`src/rtl/bcd_pkg.sv`:
```
// Shared constants, state encoding and digit helpers for the serial packed-BCD
// adder/subtractor.
package bcd_pkg;

    localparam int         BCD_W    = 4;
    localparam logic [3:0] BCD_MAX  = 4'd9;
    localparam logic [3:0] BCD_CORR = 4'd6;

    typedef enum logic [1:0] {
        IDLE = 2'd0,
        RUN  = 2'd1,
        DONE = 2'd2
    } state_t;

    // Per-digit nines complement; subtraction is A + (9-B) + carry.
    function automatic logic [3:0] nines_comp(input logic [3:0] digit);
        return BCD_MAX - digit;
    endfunction

endpackage

```
`src/rtl/bcd_digit_adder.sv`:
```
// Combinational single-digit decimal adder: binary sum of two nibbles plus
// carry, with +6 correction whenever the binary sum leaves the 0..9 range.
module bcd_digit_adder
    import bcd_pkg::*;
(
    input  logic [3:0] a,
    input  logic [3:0] b,
    input  logic       ci,
    output logic [3:0] s,
    output logic       co
);

    logic [4:0] sum_bin;

    // Binary sum, then decimal correction on overflow past nine.
    always_comb begin
        sum_bin = {1'b0, a} + {1'b0, b} + {4'b0000, ci};
        if (sum_bin > {1'b0, BCD_MAX}) begin
            s  = sum_bin[3:0] + BCD_CORR;
            co = 1'b1;
        end else begin
            s  = sum_bin[3:0];
            co = 1'b0;
        end
    end

endmodule

```
`src/rtl/bcd_serial_addsub.sv`:
```
// Digit-serial packed-BCD adder/subtractor, one digit per clock, LSD first.
// A single bcd_digit_adder is time-multiplexed over the digits; the operand
// registers shift right so the active digit always sits in bits [3:0].
// Optional build macro BCD_DIGIT_CHECK_EN adds a sticky invalid-digit flag
// reported on err alongside out_valid; without it err is tied low.
module bcd_serial_addsub
    import bcd_pkg::*;
#(
    parameter int DIGITS = 4
) (
    input  logic                    clk,
    input  logic                    rst,
    input  logic                    in_valid,
    output logic                    in_ready,
    input  logic [BCD_W*DIGITS-1:0] A,
    input  logic [BCD_W*DIGITS-1:0] B,
    input  logic                    op_sub,
    input  logic                    Cin,
    output logic                    out_valid,
    input  logic                    out_ready,
    output logic [BCD_W*DIGITS-1:0] S,
    output logic                    Cout,
    output logic                    err
);

    localparam int                W     = BCD_W * DIGITS;
    localparam int                CNT_W = (DIGITS > 1) ? $clog2(DIGITS) : 1;
    localparam logic [CNT_W-1:0]  LAST  = CNT_W'(DIGITS - 1);

    state_t           state_q, state_d;
    logic [CNT_W-1:0] cnt_q,   cnt_d;
    logic [W-1:0]     a_q,     a_d;
    logic [W-1:0]     b_q,     b_d;
    logic             sub_q,   sub_d;
    logic             carry_q, carry_d;
    logic [W-1:0]     s_q,     s_d;
    logic             cout_q,  cout_d;

    logic [3:0]       dig_b;
    logic [3:0]       dig_s;
    logic             dig_co;

    // Subtract feeds the nines complement of the current B digit.
    always_comb begin
        dig_b = sub_q ? nines_comp(b_q[3:0]) : b_q[3:0];
    end

    bcd_digit_adder u_digit (
        .a  (a_q[3:0]),
        .b  (dig_b),
        .ci (carry_q),
        .s  (dig_s),
        .co (dig_co)
    );

    // Next-state, operand capture, digit write-back and final carry.
    always_comb begin
        state_d = state_q;
        cnt_d   = cnt_q;
        a_d     = a_q;
        b_d     = b_q;
        sub_d   = sub_q;
        carry_d = carry_q;
        s_d     = s_q;
        cout_d  = cout_q;
        case (state_q)
            IDLE: begin
                if (in_valid) begin
                    state_d = RUN;
                    a_d     = A;
                    b_d     = B;
                    sub_d   = op_sub;
                    carry_d = op_sub ? ~Cin : Cin;
                    cnt_d   = '0;
                end
            end
            RUN: begin
                s_d[BCD_W*int'(cnt_q) +: BCD_W] = dig_s;
                carry_d = dig_co;
                a_d     = a_q >> BCD_W;
                b_d     = b_q >> BCD_W;
                cnt_d   = cnt_q + CNT_W'(1);
                if (cnt_q == LAST) begin
                    state_d = DONE;
                    cout_d  = dig_co;
                    cnt_d   = '0;
                end
            end
            DONE: begin
                if (out_ready) begin
                    state_d = IDLE;
                end
            end
            default: state_d = IDLE;
        endcase
    end

    // State and datapath registers; reset aborts any operation in flight.
    always_ff @(posedge clk or posedge rst) begin
        if (rst) begin
            state_q <= IDLE;
            cnt_q   <= '0;
            a_q     <= '0;
            b_q     <= '0;
            sub_q   <= 1'b0;
            carry_q <= 1'b0;
            s_q     <= '0;
            cout_q  <= 1'b0;
        end else begin
            state_q <= state_d;
            cnt_q   <= cnt_d;
            a_q     <= a_d;
            b_q     <= b_d;
            sub_q   <= sub_d;
            carry_q <= carry_d;
            s_q     <= s_d;
            cout_q  <= cout_d;
        end
    end

    assign in_ready  = (state_q == IDLE);
    assign out_valid = (state_q == DONE);
    assign S         = s_q;
    assign Cout      = cout_q;

`ifdef BCD_DIGIT_CHECK_EN
    logic err_q, err_d;

    // Sticky flag for any raw A or B digit above nine; cleared while idle.
    always_comb begin
        err_d = err_q;
        case (state_q)
            IDLE:    err_d = 1'b0;
            RUN:     if ((a_q[3:0] > BCD_MAX) || (b_q[3:0] > BCD_MAX)) err_d = 1'b1;
            default: err_d = err_q;
        endcase
    end

    // Error flag register.
    always_ff @(posedge clk or posedge rst) begin
        if (rst) begin
            err_q <= 1'b0;
        end else begin
            err_q <= err_d;
        end
    end

    assign err = err_q & out_valid;
`else
    assign err = 1'b0;
`endif

endmodule

```
`config.mk`:
```
export PLATFORM = sky130hd
export DESIGN_NAME = bcd_serial_addsub
export DESIGN_NICKNAME = d
export VERILOG_FILES = /design/src/rtl/bcd_pkg.sv /design/src/rtl/bcd_digit_adder.sv /design/src/rtl/bcd_serial_addsub.sv
export SDC_FILE = /design/constraint.sdc
export NUM_CORES = 1
export LEC_CHECK = 0
export CAP_MARGIN = 20
export CORE_ASPECT_RATIO = 1.4
export CORE_MARGIN = 8
export CORE_UTILIZATION = 51
export CTS_CLUSTER_DIAMETER = 200
export DETAILED_ROUTE_END_ITERATION = 12
export PLACE_DENSITY = 0.78
export SETUP_SLACK_MARGIN = 0.02
export SLEW_MARGIN = 20
export SYNTH_ARGS = -nofsm -noshare
export SYNTH_HDL_FRONTEND = slang
export SYNTH_SLANG_ARGS = --single-unit
```
`constraint.sdc`:
```
create_clock -name clk -period 3.5 [get_ports clk]
set_clock_uncertainty 0.2 [all_clocks]
set_input_delay 0.7 -clock clk [delete_from_list [all_inputs] [get_ports clk]]
set_output_delay 0.7 -clock clk [all_outputs]
set_load 0.03 [all_outputs]
```
==> results of run 1 <==
## cell families (layout without fill, tap and decap cells)
family          Yosys count  count (layout)  synth area share (%)
flops                    55              55                  50.7
fa+ha+maj                13              13                  6.54
other cells               1               1                 0.138
buf+inv                  30              84                  4.38
compound gates           72              72                  16.7
simple gates            130             130                  19.3
xor+xnor                  5               5                  1.61
mux                       2               2                 0.737
## area by class of cell
class	count	area, µm²
clock buffer	6	72.6
clock inverter	2	38.8
fill	447	1710
inverter	14	52.6
multi-input combinational	223	1220
sequential	55	1380
tap	66	82.6
timing repair buffer	62	606
## critical path: cells and delay by family, from the launching register on
kind	cells	cell delay [ps]
compound gates	2	310
xor+xnor	2	520
fa+ha+maj	3	890
buf+inv	1	50
flops	1	430
mux	1	340
simple gates	1	130
## how the worst max path moves through the flow
| stage | end | slack, ps | cells after the start |
|---|---|---|---|
| 2_1_floorplan | S[10]$_DFFE_PP0P_ | 820 | 10 |
| 3_3_place_gp | S[2]$_DFFE_PP0P_ | 700 | 10 |
| 3_5_place_dp | S[6]$_DFFE_PP0P_ | 580 | 10 |
| 4_1_cts | S[6]$_DFFE_PP0P_ | 550 | 10 |
| 5_1_grt | S[6]$_DFFE_PP0P_ | 280 | 10 |
| 6_report | S[6]$_DFFE_PP0P_ | 550 | 10 |
## sequential cells by signal (all words and copies together) (netlist names)
| signal | cells |
|---|---|
| carry_q | 1 |
| b_q | 16 |
| state_q | 2 |
| a_q | 16 |
| sub_q | 1 |
| cnt_q | 2 |
| S | 16 |
| Cout | 1 |
## routing by layer
metal,share of wire [%],global-route usage [%]
met5,0,0
met4,3.5,7.87
met3,5.6,5.02
met2,52,28.1
met1,38,17.1
## layout by cell type, fill, tap and decap left out, drive strengths merged, types with 4 or more instances in the layout
cell type	n
a21oi	6
inv	15
a31oi	24
ha	11
clkbuf	6
dfrtp	55
buf	6
nand2	86
a22o	5
clkdlybuf4s50	56
xnor2	4
o21ai	28
nor2	32
## power by group through the flow
stage	Clock, mW	Combinational, mW	Sequential, mW
after global routing	0.454	2.72	1.13
after global placement	0	2.32	1.09
after CTS	0.428	2.43	1.10
after detailed placement	0	2.42	1.11
after floorplan	0	1.72	1.18
final	0.418	2.42	1.09
==> metrics.md, run 1 <==
| Metric | Value |
|---|---|
| Most common cell in the netlist | nand2_1 |
| Max FO, Critical Path | 5 |
| Grt ovf | 0 |
| Crit. End Element | flop |
| Avg WL per Cell | 14.2 µm |
| Final Worst Setup Slack | 555 ps |
| Total internal power | 2.09 mW |
| DR iter-0 viols | 88 |
| Reg2reg start | sub_q$_DFFE_PP0P_ |
| Post-route cell area | 3450 µm² |
| Finished Layout Cells | 428 |
| Register area share after synthesis | 50.7% |
| Worst R2R Path Depth | 10 |
| Logic pwr share | 61.6% |
| Hold Vio Cnt, Final | 0 |
| CTS Root Cell | clkbuf_8 |
| Fin Setup TNS | 0 ps |
| GPL Wtd Cong | 0.845 |
| Outcome | complete, no violations |
| Unrepaired setup endpoints after global routing | false |
| Syn_nets | 359 |
| Slowest cell on crit path | dfrtp_1 |
| Final hold slack | 289 ps |
| Initial antenna violation count | 0 |
| HPWL Detailed | 4.81 mm |
| Total CTS buffers | 5 |
| Synth area leader | dfrtp_1 |
| Max Slew Vio Count | 0 |
| Placed inst area | 3340 µm² |
| Fin crit share | 84.2% |
| Power, Total | 3.94 mW |
| Synth cell count leaders | 86 x nand2_1, 55 x dfrtp_1, 32 x nor2_1 |
| Via count | 2290 |
| Synthesized area | 2720 µm² |
| Area contributors post-synth | dfrtp_1 51%, nand2_1 12%, a31oi_1 5.3%, ha_1 5.1%, nor2_1 4.4% |
| Pwr dens | 1140 nW/µm² |
| Area Overhead vs Synth | 27.1% |
| WL final | 6.08 mm |
| Number of placed I/O pins | 58 |
| Hold crit path type | reg -> reg |
| Drt drc | 0 |
| Row count | 31 |
| Largest net degree at the start of global routing | 52 |
| Post-synth EDFFs | 0 |
| Vias in the first global route | 2320 |
| Setup bufs post-CTS | 0 |
| Dpl ws | 581 ps |
| Inserted Diodes | 0 |
| Clock share of power | 10.6% |
| Share of cells above drive strength 1 | 5.25% |
| Synth top area share | 50.7% |
| Critical path start-end classification | reg -> reg |
| Worst R2R End | S[6]$_DFFE_PP0P_ |
| First-pass GRT wire length | 10.5 mm |
| Cell count after synthesis | 308 |
| Worst setup SP type | flop |
| Routed Antenna Nets | 0 |
| Placed Cells incl. Taps | 420 |
| Die Span X | 77.7 µm |
| CTS H-tree depth | 2 |
| Final core utilization | 66.9% |
| Crit path cell chain | xnor2_1 > fa_1 > inv_1 > fa_1 > xnor2_1 > ha_1 > a22oi_2 > nand3_1 > mux2i_1 > a22o_1 |
| Post-synthesis register bit count | 55 |
| Psw | 1.84 mW |
| First-pass DRT Iterations | 5 |
| Static leakage | 1.57 nW |
| Synth async-reset ratio | 100% |
| Worst Path Required | 3540 ps |
| Main flop type after synthesis | dfrtp_1 |
| Post-synth cell types | 36 |
| Hold EP | S[8]$_DFFE_PP0P_ |
| Slew HR | 49.2% |
| Synth Warn # | 0 |
| Max incr delay on CP | 430 ps |
| Worst skew pair latency | 300 ps |
| Max Cap Viol | 0 |
| Max Clk Rate | 340 MHz |
| VDD IR max | 519 µV |
| Post_cts resized | 0 |
| Arr. time, crit path | 2980 ps |
| Tightest Pin Transition | 759 ps |
| Hold path depth | 2 |
| Vias per inst | 5.35 |
| Hold-fix buffers, CTS | 0 |
| Port buffer count | 56 |
| Setup crit start | sub_q$_DFFE_PP0P_ |
| Die area | 7950 µm² |
| Reg2Reg Setup Slack | 550 ps |
| Sequential share of power | 27.8% |
| Starting Density | 52.7% |
| Switching share of power | 46.8% |
| Hold_sp | S[8]$_DFFE_PP0P_ |
| Setup-failing EPs final | 0 |
| Clock tree buffer depth | 2 |
| Clk sinks | 55 |
| Final Critical Period | 2950 ps |
| Die Ht | 102 µm |
| Final #Nets | 412 |
| Gr usage total | 16.1% |
| Core area | 5160 µm² |
| Synthesized area per cell | 8.82 µm² |
| Worst-path clk slew | 100 ps |
| CTS tree | built |
Note: power is estimated with default switching activity, not from simulation.
==> run 2, diff against run 1 <==
--- a/config.mk
+++ b/config.mk
@@ -8,10 +8,10 @@
 export CAP_MARGIN = 20
 export CORE_ASPECT_RATIO = 1.4
 export CORE_MARGIN = 8
-export CORE_UTILIZATION = 51
+export CORE_UTILIZATION = 46
 export CTS_CLUSTER_DIAMETER = 200
 export DETAILED_ROUTE_END_ITERATION = 12
-export PLACE_DENSITY = 0.78
+export PLACE_DENSITY = 0.74
 export SETUP_SLACK_MARGIN = 0.02
 export SLEW_MARGIN = 20
 export SYNTH_ARGS = -nofsm -noshare
==> constraint.sdc (replaced) <==
create_clock -name clk -period 2.65 [get_ports clk]
set_clock_uncertainty 0.2 [all_clocks]
set_input_delay 0.53 -clock clk [delete_from_list [all_inputs] [get_ports clk]]
set_output_delay 0.53 -clock clk [all_outputs]
set_load 0.03 [all_outputs]
==> run 2 against run 1 <==
- setup slack worse by 640 ps
- the flow now finishes with violations (negative setup slack)
- hold slack better by 3.8 ps
- die area up 8.9%
- sequential share of layout area down 2.1 points
- global-route usage down 0.82 points
- highest routed layer unchanged
- clock-buffer cell count unchanged
- routed wire length up 5.7%
- register-to-register slack worse by 640 ps
- fmax up 7.6%
- critical endpoint is now S[13]$_DFFE_PP0P_
- flip-flop and latch count unchanged
==> metrics.md, run 2 (same netlist as run 1, synthesis figures left out) <==
| Metric | Value |
|---|---|
| Outcome | finished, violations left |
| Failing checks | negative setup slack |
| Arr. time, crit path | 2730 ps (-250 ps) |
| Inserted Diodes | 0 (unchanged) |
| Die Ht | 107 µm (+4.5%) |
| Vias in the first global route | 2457 (+5.9%) |
| Largest net degree at the start of global routing | 56 (+7.7%) |
| Avg WL per Cell | 14.4 µm (+1.2%) |
| DR iter-0 viols | 60 (-32%) |
| Post-route cell area | 3650 µm² (+5.7%) |
| Die Span X | 80.9 µm (+4.2%) |
| Hold crit path type | reg -> reg |
| FF/Latch Area | 1380 µm² (unchanged) |
| Final Worst Setup Slack | -88.3 ps (-643 ps) |
| Clock tree buffer depth | 2 (unchanged) |
| WL final | 6.42 mm (+5.7%) |
| Final #Nets | 427 (+3.6%) |
| Total CTS buffers | 5 (unchanged) |
| Initial antenna violation count | 0 (unchanged) |
| Hold path depth | 2 (unchanged) |
| CTS tree | built |
| Crit path cell chain | xnor2_2 > fa_2 > inv_2 > fa_2 > inv_2 > ha_4 > a22oi_2 > buf_4 > a31oi_4 > xnor2_2 > o21ai_1 |
| Worst setup SP type | flop |
| Gr usage total | 15.3% (-0.82 points) |
| GPL Wtd Cong | 0.849 (+0.44%) |
| Fin crit share | 103% (+19 points) |
| WL met1 | 2.51 mm (+7.3%) |
| Wire length on met3 | 367 µm (+7.3%) |
| Max FO, Critical Path | 4 (-1) |
| Area Overhead vs Synth | 34.3% |
| CP Buf/Inv Count | 3 (+2) |
| Setup-failing EPs final | 14 (+14) |
| Max Clk Rate | 365 MHz (+7.6%) |
| Critical path start-end classification | reg -> reg |
| Row count | 33 (+6.5%) |
| Crit. End Element | flop |
| Die area | 8660 µm² (+8.9%) |
| Placed Cells incl. Taps | 433 (+3.1%) |
| Slowest cell on crit path | fa_2 |
| Max Cap Viol | 0 (unchanged) |
| CTS H-tree depth | 2 (unchanged) |
| Routed wl met2 | 3.45 mm (+8.2%) |
| Hold_sp | S[11]$_DFFE_PP0P_ |
| CTS Root Cell | clkbuf_8 |
| Final Critical Period | 2740 ps (-207 ps) |
| Hold Vio Cnt, Final | 0 (unchanged) |
| Port buffer count | 56 (unchanged) |
| Share of cells above drive strength 1 | 13.3% (+8.0 points) |
| Worst-path clk slew | 100 ps (about the same) |
| Via count | 2347 (+2.5%) |
| Unrepaired setup endpoints after global routing | true |
| First-pass GRT wire length | 10.8 mm (+2.6%) |
| Max Slew Vio Count | 0 (unchanged) |
| Reg2Reg Setup Slack | -90 ps (-640 ps) |
| Finished Layout Cells | 447 (+4.4%) |
| Worst Path Required | 2640 ps (-900 ps) |
| Grt ovf | 0 (unchanged) |
| Drt drc | 0 (unchanged) |
| Routed Antenna Nets | 0 (unchanged) |
| Top sig layer | met4 |
| Worst R2R End | S[13]$_DFFE_PP0P_ |
| HPWL Detailed | 4.83 mm (+0.41%) |
| Multi-input combinational cell area | 1300 µm² (+6.3%) |
| Starting Density | 47.0% (-5.7 points) |
| Reg2reg start | sub_q$_DFFE_PP0P_ |
| Worst skew pair latency | 310 ps (about the same) |
| Final hold slack | 293 ps (+3.75 ps) |
| Core area | 5780 µm² (+12%) |
| Commonest non-fill, non-tap cells in the layout | 86 x nand2_1, 56 x clkdlybuf4s50_1, 55 x dfrtp_1 |
| Worst R2R Path Depth | 11 (+1) |
| Number of placed I/O pins | 58 (unchanged) |
| Filler cell count | 494 (+11%) |
| Clk sinks | 55 (unchanged) |
| Hold-fix buffers, CTS | 0 (unchanged) |
| Vias per inst | 5.25 (-1.9%) |
| Hold EP | S[11]$_DFFE_PP0P_ |
| Cell family with most CP delay | adder cells |
| Most common cell after layout, fill and taps aside | nand2_1 |
| Placed inst area | 3450 µm² (+3.4%) |
| First-pass DRT Iterations | 4 (-1) |
| Max incr delay on CP | 540 ps (+110 ps) |
run 2: worst register-to-register path: cells and delay by family (launching register included):
family | cells | cell delay [ps]
DFF | 1 | 420
xor gates and xnor gates | 2 | 430
buffers and inverters | 3 | 250
AOI/OAI and AO/OA | 3 | 400
adders and majority gates | 3 | 930
run 2: cell type report:
| type | count | share of cell area (%) |
|---|---|---|
| clock buffers | 6 | 2.26 |
| clock inverters | 2 | 0.446 |
| repair buffers | 77 | 20.0 |
| flip-flops and latches | 55 | 37.7 |
| multi-input cells | 223 | 35.7 |
| inverters | 14 | 1.44 |
| well taps | 70 | 2.40 |
run 2: how the worst max path moves through the flow:
stage                             startpoint                end  depth (start not counted)
after floorplan            sub_q$_DFFE_PP0P_   S[6]$_DFFE_PP0P_                         10
after global placement    b_q[0]$_DFFE_PP0P_   S[6]$_DFFE_PP0P_                         10
after detailed placement  b_q[0]$_DFFE_PP0P_   S[5]$_DFFE_PP0P_                         10
after CTS                  sub_q$_DFFE_PP0P_  S[10]$_DFFE_PP0P_                         10
after global routing       sub_q$_DFFE_PP0P_   S[1]$_DFFE_PP0P_                         11
final                      sub_q$_DFFE_PP0P_  S[13]$_DFFE_PP0P_                         11
run 2: what timing repair did:
item / in CTS / in global routing
buffers inserted: 3 / 3
gates resized for setup: 2 / 13
endpoints found under the setup margin: 13 / 14
pin swaps: 9 / 7
run 2: per-layer routing:
| metal | GRT usage [%] | vias to the layer above |
|---|---|---|
| met1 | 17.3 | 1105 |
| met4 | 4.23 | 0 |
| met5 | 0 | - |
| met2 | 27.4 | 66 |
| li1 | - | 1166 |
| met3 | 3.60 | 10 |
run 2: metrics by stage:
stage	TNS (ps)	setup WS [ps]	util, %
2_1_floorplan	0	20.0	-
3_3_place_gp	-4.02	-1.76	59.8
3_5_place_dp	-967	-117	59.8
4_1_cts	-510	-93.8	62.1
5_1_grt	-1920	-188	63.1
6_report	-583	-88.3	63.1
Power of run 2 is left out: the tool's default activity adds up to more than one toggle a clock period on the data nets, which glitch-free logic cannot reach.
